File: src/rtl/cgr_pkg.sv
// cgr_pkg: symbol encodings, sequencer states and memory depth helper for the CGR k-mer counter
package cgr_pkg;
  localparam logic [1:0] SYM_A = 2'd0;
  localparam logic [1:0] SYM_C = 2'd1;
  localparam logic [1:0] SYM_G = 2'd2;
  localparam logic [1:0] SYM_T = 2'd3;
  typedef enum logic [2:0] {IDLE, CLEAR, COUNT_RD, COUNT_WR, DUMP_RD, DUMP_WAIT, DUMP_OUT, DONE} state_e;
  function automatic int depth(input int k);
    return 1 << (2 * k);
  endfunction
endpackage

File: src/rtl/cgr_count_if.sv
// cgr_count_if: control, symbol stream, count RAM and dump stream of the k-mer counter
// master = sequencer (owns the RAM and the dump stream), slave = symbol source / RAM / dump sink
interface cgr_count_if #(parameter int K = 3, parameter int CNT_W = 16, parameter int LEN_W = 16);
  logic             start;
  logic [LEN_W-1:0] seq_len;
  logic             sym_valid;
  logic [1:0]       sym;
  logic             sym_ready;
  logic [2*K-1:0]   mem_addr;
  logic             mem_ren;
  logic [CNT_W-1:0] mem_rdata;
  logic             mem_wen;
  logic [CNT_W-1:0] mem_wdata;
  logic             out_valid;
  logic             out_ready;
  logic [2*K-1:0]   out_addr;
  logic [CNT_W-1:0] out_data;
  logic             busy;
  logic             done;
  modport master (
    input  start, seq_len, sym_valid, sym, mem_rdata, out_ready,
    output sym_ready, mem_addr, mem_ren, mem_wen, mem_wdata, out_valid, out_addr, out_data, busy, done
  );
  modport slave (
    output start, seq_len, sym_valid, sym, mem_rdata, out_ready,
    input  sym_ready, mem_addr, mem_ren, mem_wen, mem_wdata, out_valid, out_addr, out_data, busy, done
  );
endinterface

File: src/rtl/cgr_addr_shift.sv
// cgr_addr_shift: enable-driven CGR x/y shift registers, newest symbol enters at the MSB
// ports: clk, rst_n, en_i (shift), sym_i (bit1->x, bit0->y), addr_o = {x,y}, addr_nxt_o = {x,y} after this cycle's shift
module cgr_addr_shift #(parameter int K = 3) (
  input  logic           clk,
  input  logic           rst_n,
  input  logic           en_i,
  input  logic [1:0]     sym_i,
  output logic [2*K-1:0] addr_o,
  output logic [2*K-1:0] addr_nxt_o
);
  logic [K-1:0] x_q, y_q, x_d, y_d;
  assign x_d = en_i ? {sym_i[1], x_q[K-1:1]} : x_q;
  assign y_d = en_i ? {sym_i[0], y_q[K-1:1]} : y_q;
  assign addr_o = {x_q, y_q};
  assign addr_nxt_o = {x_d, y_d};
  always_ff @(posedge clk or negedge rst_n)
    if (!rst_n) begin
      x_q <= '0;
      y_q <= '0;
    end else begin
      x_q <= x_d;
      y_q <= y_d;
    end
endmodule

File: src/rtl/cgr_count_ctrl.sv
// cgr_count_ctrl: clears the 4^K count RAM, counts k-mers by read-modify-write, then dumps all counts in address order
// ports: clk, rst_n (async, active low), bus (cgr_count_if.master: start/seq_len, symbol stream, RAM port, dump stream, busy/done)
module cgr_count_ctrl
  import cgr_pkg::*;
#(parameter int K = 3, parameter int CNT_W = 16, parameter int LEN_W = 16) (
  input logic        clk,
  input logic        rst_n,
  cgr_count_if.master bus
);
  localparam logic [2*K:0] LAST = (2*K+1)'(depth(K) - 1);
  state_e           state_q;
  logic [LEN_W-1:0] seq_len_q, sym_cnt_q, sym_cnt_d;
  logic [2*K:0]     addr_cnt_q;
  logic [2*K-1:0]   out_addr_q, kmer_addr, kmer_addr_nxt;
  logic [CNT_W-1:0] out_data_q, inc_data;
  logic             out_valid_q, busy_q, done_q, acc, counted;
  assign acc = (state_q == COUNT_RD) && bus.sym_valid;
  assign sym_cnt_d = sym_cnt_q + 1'b1;
  assign counted = acc && (sym_cnt_d >= LEN_W'(K));
  assign inc_data = &bus.mem_rdata ? bus.mem_rdata : bus.mem_rdata + 1'b1;
  cgr_addr_shift #(.K(K)) u_shift (
    .clk(clk), .rst_n(rst_n), .en_i(acc), .sym_i(bus.sym),
    .addr_o(kmer_addr), .addr_nxt_o(kmer_addr_nxt)
  );
  assign bus.sym_ready = state_q == COUNT_RD;
  // the read for a counted k-mer issues in the accept cycle, so it must use the post-shift address
  assign bus.mem_addr = state_q == COUNT_RD ? kmer_addr_nxt : state_q == COUNT_WR ? kmer_addr : addr_cnt_q[2*K-1:0];
  assign bus.mem_ren = counted || state_q == DUMP_RD;
  assign bus.mem_wen = state_q == CLEAR || state_q == COUNT_WR;
  assign bus.mem_wdata = state_q == COUNT_WR ? inc_data : '0;
  assign bus.out_valid = out_valid_q;
  assign bus.out_addr = out_addr_q;
  assign bus.out_data = out_data_q;
  assign bus.busy = busy_q;
  assign bus.done = done_q;
  always_ff @(posedge clk or negedge rst_n)
    if (!rst_n) begin
      state_q <= IDLE;
      seq_len_q <= '0;
      sym_cnt_q <= '0;
      addr_cnt_q <= '0;
      out_addr_q <= '0;
      out_data_q <= '0;
      out_valid_q <= 1'b0;
      busy_q <= 1'b0;
      done_q <= 1'b0;
    end else begin
      done_q <= 1'b0;
      case (state_q)
        IDLE: if (bus.start) begin
          seq_len_q <= bus.seq_len;
          sym_cnt_q <= '0;
          addr_cnt_q <= '0;
          busy_q <= 1'b1;
          state_q <= CLEAR;
        end
        CLEAR: if (addr_cnt_q == LAST) begin
          addr_cnt_q <= '0;
          state_q <= seq_len_q == '0 ? DUMP_RD : COUNT_RD;
        end else addr_cnt_q <= addr_cnt_q + 1'b1;
        COUNT_RD: if (acc) begin
          sym_cnt_q <= sym_cnt_d;
          state_q <= counted ? COUNT_WR : sym_cnt_d == seq_len_q ? DUMP_RD : COUNT_RD;
        end
        COUNT_WR: state_q <= sym_cnt_q == seq_len_q ? DUMP_RD : COUNT_RD;
        DUMP_RD: state_q <= DUMP_WAIT;
        DUMP_WAIT: begin
          out_data_q <= bus.mem_rdata;
          out_addr_q <= addr_cnt_q[2*K-1:0];
          out_valid_q <= 1'b1;
          state_q <= DUMP_OUT;
        end
        // valid drops on every handshake so stale data is never re-offered while the next word is read
        DUMP_OUT: if (bus.out_ready) begin
          out_valid_q <= 1'b0;
          if (addr_cnt_q == LAST) begin
            done_q <= 1'b1;
            busy_q <= 1'b0;
            state_q <= DONE;
          end else begin
            addr_cnt_q <= addr_cnt_q + 1'b1;
            state_q <= DUMP_RD;
          end
        end
        DONE: state_q <= IDLE;
      endcase
    end
endmodule
File: src/flat_wrapper.sv
// flat-port wrapper written by rule: the top's interface ports become plain ports
module cgr_count_ctrl_flat import cgr_pkg::*;
#(parameter int K = 3, parameter int CNT_W = 16, parameter int LEN_W = 16)
  (clk, rst_n, bus_start, bus_seq_len, bus_sym_valid, bus_sym, bus_mem_rdata, bus_out_ready, bus_sym_ready, bus_mem_addr, bus_mem_ren, bus_mem_wen, bus_mem_wdata, bus_out_valid, bus_out_addr, bus_out_data, bus_busy, bus_done);
  cgr_count_if #(.K(K), .CNT_W(CNT_W), .LEN_W(LEN_W)) bus_i ();
  input logic clk;
  input logic rst_n;
  input wire logic [$bits(bus_i.start)-1:0] bus_start;
  input wire logic [$bits(bus_i.seq_len)-1:0] bus_seq_len;
  input wire logic [$bits(bus_i.sym_valid)-1:0] bus_sym_valid;
  input wire logic [$bits(bus_i.sym)-1:0] bus_sym;
  input wire logic [$bits(bus_i.mem_rdata)-1:0] bus_mem_rdata;
  input wire logic [$bits(bus_i.out_ready)-1:0] bus_out_ready;
  output wire logic [$bits(bus_i.sym_ready)-1:0] bus_sym_ready;
  output wire logic [$bits(bus_i.mem_addr)-1:0] bus_mem_addr;
  output wire logic [$bits(bus_i.mem_ren)-1:0] bus_mem_ren;
  output wire logic [$bits(bus_i.mem_wen)-1:0] bus_mem_wen;
  output wire logic [$bits(bus_i.mem_wdata)-1:0] bus_mem_wdata;
  output wire logic [$bits(bus_i.out_valid)-1:0] bus_out_valid;
  output wire logic [$bits(bus_i.out_addr)-1:0] bus_out_addr;
  output wire logic [$bits(bus_i.out_data)-1:0] bus_out_data;
  output wire logic [$bits(bus_i.busy)-1:0] bus_busy;
  output wire logic [$bits(bus_i.done)-1:0] bus_done;
  assign bus_i.start = bus_start;
  assign bus_i.seq_len = bus_seq_len;
  assign bus_i.sym_valid = bus_sym_valid;
  assign bus_i.sym = bus_sym;
  assign bus_i.mem_rdata = bus_mem_rdata;
  assign bus_i.out_ready = bus_out_ready;
  assign bus_sym_ready = bus_i.sym_ready;
  assign bus_mem_addr = bus_i.mem_addr;
  assign bus_mem_ren = bus_i.mem_ren;
  assign bus_mem_wen = bus_i.mem_wen;
  assign bus_mem_wdata = bus_i.mem_wdata;
  assign bus_out_valid = bus_i.out_valid;
  assign bus_out_addr = bus_i.out_addr;
  assign bus_out_data = bus_i.out_data;
  assign bus_busy = bus_i.busy;
  assign bus_done = bus_i.done;
  cgr_count_ctrl #(.K(K), .CNT_W(CNT_W), .LEN_W(LEN_W)) u_core (.clk(clk), .rst_n(rst_n), .bus(bus_i));
endmodule
File: config.mk
export PLATFORM = sky130hd
export DESIGN_NAME = cgr_count_ctrl_flat
export DESIGN_NICKNAME = d
export VERILOG_FILES = /design/src/rtl/cgr_pkg.sv /design/src/rtl/cgr_count_if.sv /design/src/rtl/cgr_addr_shift.sv /design/src/rtl/cgr_count_ctrl.sv /design/src/flat_wrapper.sv
export SDC_FILE = /design/constraint.sdc
export NUM_CORES = 1
export LEC_CHECK = 0
export BUFFER_PORTS_ARGS = -buffer_cell sky130_fd_sc_hd__buf_2
export CORE_UTILIZATION = 44
export CTS_BUF_LIST = sky130_fd_sc_hd__clkbuf_2 sky130_fd_sc_hd__clkbuf_4 sky130_fd_sc_hd__clkbuf_8
export DETAILED_ROUTE_END_ITERATION = 8
export PLACE_DENSITY = 0.73
export SLEW_MARGIN = 20
export SYNTH_ARGS = -nofsm -noshare
export SYNTH_HDL_FRONTEND = slang
export SYNTH_SLANG_ARGS = --single-unit
File: constraint.sdc
create_clock -name clk -period 7.1 [get_ports clk]
set_clock_uncertainty 0.15 [all_clocks]
set_input_delay 0.355 -clock clk [delete_from_list [all_inputs] [get_ports clk]]
set_output_delay 0.355 -clock clk [all_outputs]
set_load 0.05 [all_outputs]
### Word level (Yosys, flattened, before mapping)

Cells that the tools add are included.

* add/sub/neg operators: 3
* magnitude comparators: 1
* equality and inequality tests: 16
* mux-type cells: 33
* reduce and logical (&&, ||, !) cells: 17

Operators by type and width (count)
* 16-bit two-way mux: 4
* 16-bit by 1-bit adder with 16-bit output, second input constant: 2
* 16-bit equality test: 2
* 16-bit one-hot mux with 2 select lines: 1
* 3-bit two-way mux: 10
* 7-bit two-way mux: 4
* 3-bit one-hot mux with 8 select lines: 1
* 7-bit one-hot mux with 3 select lines: 1
* 16-bit by 2-bit greater-or-equal comparator with 1-bit output, second input constant: 1
* 16-bit zero test: 1
* 16-bit AND reduction: 1
* 3-bit equality test, second input constant: 4
* 6-bit two-way mux: 2
* 4-bit AND reduction: 3
* 2-bit inequality test, second input constant: 4
* 7-bit by 1-bit adder with 7-bit output, second input constant: 1
* 7-bit by 6-bit equality test with 1-bit output, second input constant: 1
* 1-bit two-way mux: 7
* 3-bit by 2-bit equality test with 1-bit output, second input constant: 2
* 2-bit nonzero test: 3
* 2-bit by 1-bit inequality test with 1-bit output, second input constant: 2
* 1-bit one-hot mux with 2 select lines: 2
* 2-bit AND reduction: 2
* 3-bit by 1-bit equality test with 1-bit output, second input constant: 1
* other kinds (6): 8

* register bits after elaboration: 73
* logic and storage cells: 81

### Depth between registers and ports, before layout

Gate-level depths: netlist of the first run.

* depth in word-level cells: 6
* depth in mapped cells: 9
* depth with buffers taken out: 8

### Cells and area by module

A second synthesis of the first run with hierarchy kept.

* cell total of the unflattened synthesis: 470
* area total of the unflattened synthesis: 4434.3 um2

Modules (own cells, without submodules)
* cgr_count_ctrl: instances 1, cells an instance 457, area each 4182.8 um2, sequential area each 1676.6 um2
* cgr_addr_shift: instances 1, cells an instance 13, area each 251.5 um2, sequential area each 150.1 um2

### Least setup slack after synthesis of the first run

Ideal clock, no wire load.

* path type: flip-flop to output port
* from: reg u_core.state_q[2]
* to: out bus_mem_wdata[14]
* arrival: 3.131 ns
* data required time: 6.595 ns
* setup slack: 3.464 ns
* cell stages (with the launch flop): 6
* cells stage by stage: dfrtp_1 buf_2 nor2b_1 nand2_1 buf_1 a311oi_1

* longest elaborated chain between the ends: 2

RTL lines
* from (decl): line cgr_count_ctrl.sv:11 `state_e state_q;`
* from (signal assigned): line cgr_count_ctrl.sv:59 `state_q <= seq_len_q == '0 ? DUMP_RD : COUNT_RD;`
* from (signal assigned): line cgr_count_ctrl.sv:63 `state_q <= counted ? COUNT_WR : sym_cnt_d == seq_len_q ? DUMP_RD : COUNT_RD;`
* from (signal assigned): line cgr_count_ctrl.sv:65 `COUNT_WR: state_q <= sym_cnt_q == seq_len_q ? DUMP_RD : COUNT_RD;`
* 3-bit by 2-bit equality test with 1-bit output: line cgr_count_ctrl.sv:30 `assign bus.mem_wdata = state_q == COUNT_WR ? inc_data : '0;`
* 16-bit two-way mux: line cgr_count_ctrl.sv:30
* to (decl): line flat_wrapper.sv:18 `output wire logic [$bits(bus_i.mem_wdata)-1:0] bus_mem_wdata;`

Every way passes these cells.

### Worst setup path after layout of the first run

* from: reg u_core.state_q[1]
* to: out bus_mem_ren

* longest elaborated chain between the ends: 4

RTL lines
* 3-bit by 2-bit equality test with 1-bit output: line cgr_count_ctrl.sv:17 `assign acc = (state_q == COUNT_RD) && bus.sym_valid;`
* 1-bit logical AND: line cgr_count_ctrl.sv:17
* 1-bit logical AND: line cgr_count_ctrl.sv:19 `assign counted = acc && (sym_cnt_d >= LEN_W'(K));`
* 1-bit logical OR *: line cgr_count_ctrl.sv:28 `assign bus.mem_ren = counted || state_q == DUMP_RD;`
* to (decl): line flat_wrapper.sv:16 `output wire logic [$bits(bus_i.mem_ren)-1:0] bus_mem_ren;`

Mark *: on every way between the ends. The rest lies on a longest branch, timed or not.

==> flow_summary.ini, run 1 <==
[detailed_routing]
vias = 3948
final_antenna_net_count = 0
drc = 0
wl_per_cell_um = 15.7
dr.pass1.iters = 5
wl_um = 11000
drtIter0Drc = 320
via_per_inst = 5.65

[place]
io_buffers = 88
hpwl_um = 8030
globalplace.congestion = 0.985

[global_routing]
grtUsageMet2_pct = 35.1
antenna_found_initial = 0
grt_pass1_wl_um = 18900
met1_usage_pct = 27.7
gr-usage-met3_pct = 3.38
grt_pass1_vias = 3939
grt_usage_pct = 21.4
overflow = 0
grt_start_max_net_pins = 74
busiest_layer = met2

[clock_tree]
cts_max_path_buffers = 2
post-cts-setup-buffer-count = 0
clk_pin_slew_ps = 80
clk_latency_ps = 350
cts_resized = 0
cts_buffers = 9
cts_tree = yes
cts_root_buf = clkbuf_8
cts_hold_buf = 0
clock-sinks = 73
htree_levels = 3

[final_layout]
n_antenna_cell = 0
fillers = 898
syn_to_final_growth_pct = 15.2
layout_commonest_cell = buf_2
nets = 604
final_cell_mix = buf_2, dfrtp_1, nand2_1
drive_gt1_share_pct = 29.2

[yosys]
ys.flop_type = dfrtp_1
syn_area_per_cell_um2 = 9.29
ys_async_sr_fraction_pct = 100
synth-edff-count = 0
synth-seq-area-share_pct = 39.7
syn_area_um2 = 4610
syn-num-nets = 539
synth_cell_types = 59
syn_inst = 496
synth_warnings = 0
ys_ff_latch = 73

[sta]
drv_slew = 0
maxSlewHeadroom_pct = 34.6
grt_setup_unrepaired = false
fin_tns_setup_ps = 0
worst_pin_slew_ps = 978
final_hold_viol_count = 0
finalCriticalPeriod_ps = 4280
fin_crit_sh_pct = 60.2
max_freq_ghz = 0.234
setup_viol = 0

[hold_path]
hp-class = in2async

[power]
seqPwrFrac_pct = 33.4
p_sw_mw = 0.978
pwr-share-comb_pct = 47.6
power.internal_mw = 1.09
powerDensity_nw_per_um2 = 390
p_leak_nw = 2.46
finalPower_mw = 2.07
swShare_pct = 47.2
irDropWorstVdd_mv = 0.219
p_clk_share_pct = 19.1

[run_status]
status = finished clean

[setup_path]
worstPathMaxFanout = 29
cp-start-kind = flop
cp.required_ps = 6590
cp.arrival_ps = 3770
worstSetupPathType = reg2out
critPathCaptureType = output pin

[floorplanning]
initial_core_util_pct = 46.3
io_pins = 89
fp.coreArea_um2 = 9950
rows = 36
die_h_um = 104
die_x_um = 104
dieArea_um2 = 10900

[job]
maxCapViolCount = 0
-- worst max-delay path, cell delays in order (launching register included) --
cell and delay (ps):
dfrtp_1 720, nand2b_1 190, nor2_1 720, nand2_1 820, a31oi_1 430, a211oi_2 110
o21ai_0 130, buf_2 300
-- power groups by stage --
stage | Combinational (mW) | Clock [mW] | Sequential, mW
3_5_place_dp | 0.986 | 0 | 0.698
5_1_grt | 1.06 | 0.424 | 0.714
3_3_place_gp | 0.964 | 0 | 0.687
6_report | 0.985 | 0.395 | 0.691
2_1_floorplan | 0.645 | 0 | 0.806
4_1_cts | 0.990 | 0.405 | 0.690
-- stage by stage --
| stage | cell area, um2 | setup slack [ps] | hold slack [ps] | utilization, % | cells |
|---|---|---|---|---|---|
| floorplan | 4610 | 3460 | -90.6 | - | 496 |
| global placement | 5070 | 3330 | 332 | 50.9 | 683 |
| detailed placement | 5070 | 3210 | 334 | 50.9 | 683 |
| CTS | 5310 | 2790 | 71.7 | 53.3 | 699 |
| global route | 5310 | 2490 | 79.6 | 53.3 | 699 |
| finish | 5310 | 2820 | 53.9 | 53.3 | 699 |
-- synthesized netlist by cell type (all sizes together) (2+ instances only) --
cell type	count	area, um2
ha	4	50.1
mux2	39	439
nor2b	6	37.5
nor4b	3	26.3
a22o	2	17.5
a221oi	2	17.5
and3	14	92.6
nand2b	3	18.8
xnor2	18	158
nand3	18	120
nor2	46	180
nand3b	3	22.5
o21ai	40	200
xor2	24	210
nor3	14	75.1
clkbuf	17	63.8
a21oi	14	70.1
buf	19	105
a21bo	3	30.0
a211oi	4	35.0
nor4	13	126
nand4	14	109
inv	3	11.3
or3	2	12.5
o31ai	5	37.5
a31oi	3	18.8
and4	3	28.8
and2	3	18.8
nand2	60	228
mux2i	11	110
dfrtp	73	1830
-- final timing paths --
| check | slack [ps] | cells after the start | endpoint | start |
|---|---|---|---|---|
| max | 2820 | 7 | bus_mem_ren | u_core.state_q[1] |
| min reg2reg | 350 | 2 | u_core.bus.out_data[10] | u_core.bus.out_data[10] |
| min | 50 | 2 | u_core.seq_len_q[0] | rst_n |
| min in group clk | 80 | 2 | u_core.seq_len_q[5] | bus_seq_len[5] |
| max in group asynchronous | 6110 | 2 | u_core.sym_cnt_q[2] | rst_n |
| max reg2reg | 3580 | 7 | u_core.state_q[2] | u_core.state_q[1] |
-- cell type report --
class / instances / area, um2 / area share, %
multi-input cells: 384 / 2610 / 49.1
clock buffers: 11 / 139 / 2.62
flip-flops and latches: 73 / 1830 / 34.4
repair buffers: 90 / 455 / 8.58
clock inverters: 5 / 104 / 1.96
well taps: 133 / 166 / 3.13
inverters: 3 / 11.3 / 0.212
-- state kept, by name, indices dropped and copies added (netlist names) --
name and cells:
u_core.seq_len_q 16, u_core.addr_cnt_q 7, u_core.bus.out_valid 1, u_core.state_q 3
u_core.bus.busy 1, u_core.bus.out_addr 6, u_core.u_shift.x_q 3, u_core.sym_cnt_q 16
u_core.bus.done 1, u_core.u_shift.y_q 3, u_core.bus.out_data 16
-- metal layers --
layer,vias up,wire [um]
met5,-,0
met4,0,260
met3,20,638
met2,147,5300
met1,1881,4750
li1,1900,-
-- logic make-up after synthesis --
kind of cell / count (synthesis) / share of synthesized area [%]
fa+ha+maj: 4 / 1.09
flops: 73 / 39.7
mux: 50 / 11.9
buf+inv: 39 / 3.91
simple gates: 205 / 24.3
compound gates: 83 / 11.1
xor+xnor: 42 / 7.98
Note: power is estimated with default switching activity, not from simulation.
==> inputs of run 2 (changes only) <==
--- a/config.mk
+++ b/config.mk
@@ -5,6 +5,7 @@
 export SDC_FILE = /design/constraint.sdc
 export NUM_CORES = 1
 export LEC_CHECK = 0
+export ABC_AREA = 1
 export BUFFER_PORTS_ARGS = -buffer_cell sky130_fd_sc_hd__buf_2
 export CORE_UTILIZATION = 44
 export CTS_BUF_LIST = sky130_fd_sc_hd__clkbuf_2 sky130_fd_sc_hd__clkbuf_4 sky130_fd_sc_hd__clkbuf_8
==> constraint.sdc (replaced) <==
create_clock -name clk -period 4 [get_ports clk]
set_clock_uncertainty 0.15 [all_clocks]
set_input_delay 0.2 -clock clk [delete_from_list [all_inputs] [get_ports clk]]
set_output_delay 0.2 -clock clk [all_outputs]
set_load 0.05 [all_outputs]
==> run 2 against run 1 <==
  * The run now ends with negative hold slack left
  * Global-route usage up 3.1 points
  * Via count grew 21%
  * Synthesized cell count increased by 34%
  * Sequential cell count unchanged
  * Cell count is 30% higher
  * Count of clock-buffer cells in the layout is 1 lower
  * Sequential share of layout area is 1.8 points lower
  * Routed wire length up 15%
  * Non-clock buffer count rose by 22
  * Register-to-register slack got worse by 2100 ps
  * Largest cell class unchanged
==> flow_summary.ini, run 2 <==
[run_status]
status = complete, but fails checks
violations = negative hold slack

[setup_path]
cp.arrival_ps = 2600
worstSetupPathType = reg2out
critPathCaptureType = output pin
cp.required_ps = 3650
cp-start-kind = flop
cp.depth = 10
slowest_delay_ps = 430
path_delay_family = buffers and inverters
path_cells = inv_2, nand2_1, nor2_1, nand2_1, buf_4, inv_1, or2_2, o21ai_0, o21ai_0, buf_2
worstPathMaxFanout = 23
worst_path_max_delay_cell = dfrtp_1
crit_buf_inv = 4
r2r_cells = 12
rrSetupSlack_ps = 1520

[yosys]
ys.flop_type = dfrtp_1
synth-seq-area-share_pct = 39.3
synth-edff-count = 0
synthTopCellsByCount = nand2_1, inv_1, dfrtp_1
yosysMostFrequentCell = nand2_1
syn_area_um2 = 4650
synth.area.top_cells = dfrtp_1, nand2_1, inv_1
syn_area_per_cell_um2 = 7.00
ys_async_sr_fraction_pct = 100
synth_warnings = 0
syn_inst = 664
synth_cell_types = 37
ys_ff_latch = 73
synth_top_cell_by_area = dfrtp_1
synth_top_cell_area_share_pct = 39.3
syn-num-nets = 707

[final_layout]
design_area_um2 = 5600
nets = 814
final_cell_mix = nand2_1, inv_1, buf_2
fillers = 1018
drive_gt1_share_pct = 18.4
fin_cells = 912
n_antenna_cell = 0
syn_to_final_growth_pct = 20.5
layout_commonest_cell = nand2_1

[global_routing]
grt_pass1_vias = 4712
antenna_found_initial = 0
overflow = 0
grt_start_max_net_pins = 74
grt_pass1_wl_um = 21600
grt_usage_pct = 24.5

[clock_tree]
clk_latency_ps = 350
cts_hold_buf = 21
post-cts-setup-buffer-count = 0
cts_tree = yes
cts_buffers = 9
cts_root_buf = clkbuf_8
cts_max_path_buffers = 2
htree_levels = 3
clock-sinks = 73
cts_resized = 0
clk_pin_slew_ps = 90

[floorplanning]
fp.coreArea_um2 = 10300
die_x_um = 105
io_pins = 89
die_h_um = 105
dieArea_um2 = 11000
initial_core_util_pct = 45.2
rows = 37

[power]
powerDensity_nw_per_um2 = 652
irDropWorstVdd_mv = 0.437
finalPower_mw = 3.65
p_leak_nw = 3.00

[place]
hpwl_um = 9390
place_inst = 875
io_buffers = 88
placed_cell_area_um2 = 5220
globalplace.congestion = 0.964

[sta]
grt_setup_unrepaired = false
drv_slew = 0
setup_viol = 0
max_freq_ghz = 0.339
fin_tns_setup_ps = 0
fin_crit_sh_pct = 73.8
final_hold_viol_count = 1
worst_pin_slew_ps = 927
maxSlewHeadroom_pct = 38.2
finalCriticalPeriod_ps = 2950
timing.hold.ws_ps = -5.18

[detailed_routing]
dr_wl_met3_um = 809
top_layer = met4
drtIter0Drc = 302
wl_met1_um = 5590
drc = 0
wl_per_cell_um = 13.8
vias = 4767
met2WireLength_um = 5890
via_per_inst = 5.23
wl_um = 12600
dr.pass1.iters = 5
final_antenna_net_count = 0

[hold_path]
hp-class = in2reg
min_delay_path_depth = 3

[job]
maxCapViolCount = 0
## run 2: through the flow
stage	util, %	setup WS, ps
floorplan	-	617
global placement	50.8	1510
detailed placement	50.8	1470
CTS	54.5	1080
global route	54.5	849
finish	54.5	1050
## run 2: worst register-to-register path, cell delays in order (launching register included)
cell and delay, ps:
dfrtp_1 450, ha_1 250, nand2_1 180, nor2_4 280
nand2_1 130, xor2_1 150, nand3_1 130, nor3_1 310
nand3_1 120, nand2_1 70, nand2_1 50, nand2_1 50
nand2_1 50
## run 2: path summary, 6_finish.rpt
path                                      endpoint                    from
max in group asynchronous     u_core.seq_len_q[10]                   rst_n
max                                bus_mem_addr[5]       u_core.state_q[2]
min in group asynchronous  u_core.bus.out_data[11]                   rst_n
max reg2reg                      u_core.state_q[1]     u_core.sym_cnt_q[0]
min reg2reg                 u_core.bus.out_data[3]  u_core.bus.out_data[3]
min                         u_core.bus.out_data[5]        bus_mem_rdata[5]
## run 2: cell type report
cell class / instances / area, um2 / share of cell area, %
Clock buffer: 10 / 131 / 2.35
Timing Repair Buffer: 112 / 676 / 12.1
Multi-Input combinational cell: 467 / 2350 / 41.9
Tap cell: 136 / 170 / 3.04
Inverter: 108 / 405 / 7.24
Clock inverter: 6 / 42.5 / 0.760
Sequential cell: 73 / 1830 / 32.6
## run 2: kinds of logic after synthesis
kind of cell             after synthesis  share of synthesized area, %
AND/OR/NAND/NOR                      332                          32.7
buffers and inverters                124                          10.2
AO/OA/AOI/OAI                        113                          13.3
flip-flops                            73                          39.3
XOR/XNOR                              18                          3.39
adder cells (fa/ha/maj)                4                          1.08
## run 2: routing by layer
layer / GRT usage [%] / vias to the layer above
li1: - / 2364
met1: 31.5 / 2194
met2: 40.5 / 179
met3: 4.05 / 30
met4: 11.2 / 0
met5: 0 / -
## run 2: where the power goes
| group | switching, mW | internal [mW] |
|---|---|---|
| registers | 0.194 | 0.966 |
| logic | 1.46 | 0.510 |
| clock network | 0.289 | 0.233 |
| total | 1.94 | 1.71 |
